File: src/rtl/vx_vec_dispatch_seq.sv
// Vector dispatch sequencer: splits one vector instruction into per-element
// output beats (lane 0..vl_eff-1). A scalar instruction passes through as a
// single beat. Outputs are registered, and the next instruction can load in
// the same cycle that the last beat is accepted.
module vx_vec_dispatch_seq #(
    parameter int DATAW     = 128,
    parameter int NUM_LANES = 4,
    parameter int NR_BITS   = 6,
    parameter int LANE_W    = (NUM_LANES > 1) ? $clog2(NUM_LANES) : 1,
    parameter int VL_W      = $clog2(NUM_LANES + 1)
) (
    input  logic               clk,
    input  logic               reset,
    input  logic               in_valid,
    input  logic [DATAW-1:0]   in_data,
    input  logic               in_is_vec,
    input  logic [NR_BITS-1:0] in_vd,
    input  logic [VL_W-1:0]    in_vl,
    output logic               in_ready,
    output logic               out_valid,
    output logic [DATAW-1:0]   out_data,
    output logic               out_is_vec,
    output logic [NR_BITS-1:0] out_vd,
    output logic [LANE_W-1:0]  out_vd_lane_id,
    output logic               out_vd_is_last,
    input  logic               out_ready,
    output logic               busy
);

    typedef enum logic {
        IDLE = 1'b0,
        SEQ  = 1'b1
    } state_t;

    localparam logic [VL_W:0] ONE = (VL_W + 1)'(1);

    state_t          state;
    logic [VL_W-1:0] vl_q;
    logic [VL_W-1:0] vl_eff;
    logic [VL_W:0]   lane_nxt;
    logic            lane_nxt_last;
    logic            in_fire;
    logic            out_fire;

    // Handshakes, clamped length and next-lane computation
    always_comb begin
        vl_eff        = (in_vl > VL_W'(NUM_LANES)) ? VL_W'(NUM_LANES) : in_vl;
        in_ready      = (!out_valid || out_ready) && (state == IDLE || out_vd_is_last);
        in_fire       = in_valid && in_ready;
        out_fire      = out_valid && out_ready;
        lane_nxt      = (VL_W + 1)'(out_vd_lane_id) + ONE;
        // vl_q >= 2 whenever this is used, so the subtraction cannot wrap
        lane_nxt_last = (lane_nxt == ({1'b0, vl_q} - ONE));
        busy          = (state == SEQ);
    end

    // Sequencer FSM: a new instruction takes priority, since in_ready already
    // guarantees the currently shown beat (if any) is being accepted
    always_ff @(posedge clk or negedge reset) begin
        if (!reset) begin
            state          <= IDLE;
            vl_q           <= '0;
            out_valid      <= 1'b0;
            out_data       <= '0;
            out_is_vec     <= 1'b0;
            out_vd         <= '0;
            out_vd_lane_id <= '0;
            out_vd_is_last <= 1'b0;
        end else if (in_fire) begin
            vl_q           <= vl_eff;
            out_data       <= in_data;
            out_is_vec     <= in_is_vec;
            out_vd         <= in_vd;
            out_vd_lane_id <= '0;
            if (!in_is_vec) begin
                out_valid      <= 1'b1;
                out_vd_is_last <= 1'b1;
                state          <= IDLE;
            end else if (vl_eff == '0) begin
                out_valid      <= 1'b0;
                out_vd_is_last <= 1'b0;
                state          <= IDLE;
            end else if (vl_eff == VL_W'(1)) begin
                out_valid      <= 1'b1;
                out_vd_is_last <= 1'b1;
                state          <= IDLE;
            end else begin
                out_valid      <= 1'b1;
                out_vd_is_last <= 1'b0;
                state          <= SEQ;
            end
        end else if (out_fire) begin
            if (state == SEQ && !out_vd_is_last) begin
                out_vd_lane_id <= LANE_W'(lane_nxt);
                out_vd_is_last <= lane_nxt_last;
            end else begin
                out_valid <= 1'b0;
                state     <= IDLE;
            end
        end
    end

endmodule

File: config.mk
export PLATFORM = sky130hd
export DESIGN_NAME = vx_vec_dispatch_seq
export DESIGN_NICKNAME = d
export VERILOG_FILES = /design/src/rtl/vx_vec_dispatch_seq.sv
export SDC_FILE = /design/constraint.sdc
export NUM_CORES = 1
export LEC_CHECK = 0
export ABC_AREA = 1
export CELL_PAD_IN_SITES_DETAIL_PLACEMENT = 1
export CELL_PAD_IN_SITES_GLOBAL_PLACEMENT = 1
export CORE_ASPECT_RATIO = 1.2
export CORE_MARGIN = 4
export CORE_UTILIZATION = 28
export DETAILED_ROUTE_END_ITERATION = 6
export PLACE_DENSITY = 0.79
export SLEW_MARGIN = 15
export SYNTH_ARGS = -nofsm -noshare
export SYNTH_HDL_FRONTEND = slang
export SYNTH_SLANG_ARGS = --single-unit
File: constraint.sdc
create_clock -name clk -period 1.65 [get_ports clk]
set_input_delay 0.2475 -clock clk [delete_from_list [all_inputs] [get_ports clk]]
set_output_delay 0.2475 -clock clk [all_outputs]
set_load 0.01 [all_outputs]
==> results.txt <==
----------------------------------------------------
[Logic synthesis]
  Number of nets produced by synthesis ... 785
  Post-synth top flop ... sky130_fd_sc_hd__dfrtp_1
  Parity-gate share of the synthesized area counting xor and xnor cells ... 0.00156
  Most area-hungry cell type in the Yosys netlist ... sky130_fd_sc_hd__dfrtp_1
  Mean Syn Cell Area ... 8.77 um^2
  Post-synthesis cell count ... 641
  Async SR Flop Fraction ... 1.00
  Synth warn ... 0
  Fraction of the mapped netlist area in simple logic gates ... 0.299
  Proportion of synthesized area in mux cells ... 0
  Main combinational cell family by area after synthesis ... simple AND/OR/NAND/NOR gates
  Register area share after synthesis ... 0.637
  Number of enable-type register cells in the synthesized netlist ... 0
  Fraction of synthesized cell area taken by the top area cell type ... 0.637
  Fraction of the mapped netlist area in compound gates ... 0.00801
  Synth top area cells ... sky130_fd_sc_hd__dfrtp_1 (64%), sky130_fd_sc_hd__nand2_1 (29%), sky130_fd_sc_hd__buf_6 (2.2%)
  Flip-flop and latch count after synthesis ... 143
  Post-synthesis adder-cell area fraction ... 0.00445
  Number of different library cells in the post-synthesis netlist ... 19
  Summed instance area of the synthesized netlist ... 5620 um^2

[Outcome]
  Result of the run ... finished, final reports clean

[Routing]
  Routed length per placed instance ... 16.0 um
  Via count ... 5279
  Top layer reached by signal wires ... met4
  Metal2 WL ... 10200 um
  Total met3 wirelength after detailed routing ... 1650 um
  Number of antenna-violating nets in the routed design ... 0
  DR DRC count ... 0
  Wl on met1 ... 7080 um
  1st-pass router iterations ... 4
  Initial DRC count ... 145
  Vias per Instance ... 4.36
  Post-Route WL ... 19300 um

[Setup path]
  Max stage delay on crit path ... 570 ps
  Required arrival time at the worst endpoint ... 1400 ps
  Worst reg2reg path startpoint ... out_valid
  Number of buffer and inverter stages on the critical path ... 1
  Flop2flop setup slack ... 250 ps
  Critical path class ... reg2out
  Setup crit start kind ... register
  Cell family contributing the most delay on the critical path ... buffers and inverters
  Slowest stage cell, crit path ... sky130_fd_sc_hd__clkdlybuf4s50_1
  Cell-by-cell trace of the critical path ... clkdlybuf4s50_1
  Critical Path End Type ... output port
  Crit path depth ... 1
  R2R depth ... 7
  Critical path peak fanout ... 2
  Arrival time worst endpoint ... 1340 ps
  End of the worst register-to-register path ... out_data[41]

[Floorplan]
  Number of placement rows ... 56
  Vertical die dimension ... 163 um
  Core area ... 19600 um^2
  Area enclosed by the die boundary ... 22400 um^2
  Horizontal die dimension ... 137 um
  Number of ports placed on the die boundary ... 283
  Initial core utilization ... 0.286

[Power and ir drop]
  Leak pwr ... 4.76 nW
  Peak VDD IR ... 661 uV
  Power density cells ... 1920 nW/um^2

[Global route]
  Wire length of the first global-routing pass ... 30400 um
  GRT Residual Overflow ... 0
  Largest net degree at the start of global routing ... 75
  Number of global-route vias before repair ... 5806
  Number of antenna violations at the first check in global routing ... 0
  Total routing resource utilization after global routing ... 0.175

[Timing]
  Count of final hold-check violations ... 0
  Setup-violating endpoint count in the final report ... 0
  Final number of max-transition violations ... 0
  Max Clock Skew ... 11.1 ps
  Final min period ... 1590 ps
  Final-layout worst hold slack ... 345 ps
  Slew @ Worst Pin ... 474 ps
  Relative slew slack ... 0.684
  RSZ-0062 raised after global routing ... false
  Fraction of the cycle the final worst path needs ... 0.964
  Achievable clock frequency ... 0.629 GHz

[Placement]
  RD Place Congestion ... 0.742
  Count of placed standard cells including taps ... 1176
  Buffers on Ports ... 282
  Post-detailed-placement half-perimeter wirelength ... 14500 um

[Clock tree]
  Inserted Clock Buffers ... 17
  CTS tree ... built
  Buffer depth of the longest clock path ... 2
  CTS clk-pin slew, worst paths ... 60 ps
  TritonCTS Sinks ... 143
  Deepest level of the CTS H-tree ... 4
  CTS Root Cell ... sky130_fd_sc_hd__clkbuf_16
  Insertion delay of the later-clocked pin in the worst-skew pair ... 420 ps

[Layout]
  Most frequent standard cell in the layout excluding fill and tap cells ... sky130_fd_sc_hd__nand2_1
  Most frequent cells in the layout ... sky130_fd_sc_hd__nand2_1 (426), sky130_fd_sc_hd__clkdlybuf4s50_1 (269), sky130_fd_sc_hd__dfrtp_1 (143)
  Post-layout nets ... 1081
  FF/Latch Area ... 3580 um^2
  Post-route non-filler standard cell count ... 1211
  N_diodes ... 0
  Fill count ... 2258
  Area added between synthesis and finish ... 68.5%
  Area of combinational cells with multiple inputs ... 1770 um^2
  Share of final-layout standard cells stronger than drive strength 1 ... 0.0653

[Flow run]
  Max-Cap Viols ... 0

[Hold path]
  Path category of the worst min-delay check ... in2async

----------------------------------------------------
[kinds of logic after synthesis]
family                     after synthesis
AOI/OAI and AO/OA                        8
xor gates and xnor gates                 1
adders and majority gates                2
buffers and inverters                   45
DFF                                    143
and+or+nand+nor                        442
[worst max-delay path by stage]
stage / startpoint / end
finish: out_data[107] / out_data[107]
global route: out_data[51] / out_data[51]
CTS: out_data[0] / out_data[0]
detailed placement: out_ready / out_data[51]
global placement: out_ready / in_ready
floorplan: out_vd_lane_id[0] / out_vd_is_last
[cells in the mapped netlist (2+ instances only)]
cell type / instances
sky130_fd_sc_hd__nand2_1: 427
sky130_fd_sc_hd__dfrtp_1: 143
sky130_fd_sc_hd__inv_1: 14
sky130_fd_sc_hd__buf_2: 13
sky130_fd_sc_hd__buf_6: 11
sky130_fd_sc_hd__nor2_1: 6
sky130_fd_sc_hd__buf_4: 4
sky130_fd_sc_hd__nand3_1: 4
sky130_fd_sc_hd__o21ai_0: 4
sky130_fd_sc_hd__clkbuf_1: 2
sky130_fd_sc_hd__ha_1: 2
sky130_fd_sc_hd__nand2_2: 2
sky130_fd_sc_hd__nand4_1: 2
sky130_fd_sc_hd__o22ai_1: 2
[flip-flops by register name, summed over array words and instances (netlist names)]
name / cells
out_valid: 1
out_vd_lane_id: 2
out_vd: 6
out_data: 128
out_vd_is_last: 1
out_is_vec: 1
vl_q: 3
busy: 1
[layer usage]
metal,up-vias,GRT usage
met5,-,0
met3,23,0.0619
li1,2514,-
met1,2548,0.190
met4,0,0.0540
met2,194,0.315
[power breakdown]
part,internal (mW),switching (mW)
Combinational,4.21,3.76
Clock,2.46,1.61
Sequential,5.20,0.960
[cell type report]
class / instances / share of cell area
Sequential cell: 143 / 0.378
Multi-Input combinational cell: 453 / 0.187
Clock inverter: 13 / 0.0186
Inverter: 15 / 0.00621
Tap cell: 261 / 0.0345
Timing Repair Buffer: 307 / 0.329
Clock buffer: 19 / 0.0468
[stage by stage]
stage	worst slack (ps)	total power, mW	TNS [ps]	area (um^2)	utilization
floorplan	414	9.34	0	5620	-
global placement	-76.2	14.1	-2790	8810	0.449
detailed placement	-88.4	14.3	-5340	8810	0.449
CTS	1.21	18.5	0	9450	0.481
global route	0.463	19.5	0	9470	0.483
finish	59.5	18.2	0	9470	0.483
[timing repair]
action / in CTS / in global routing
endpoints found under the setup margin: 6 / 8
hold endpoints to repair: 41 / 0
setup buffers: 2 / 0
resized for setup: 6 / 10
hold buffers: 1 / 0
No activity file was read; power rests on OpenSTA's default activity.
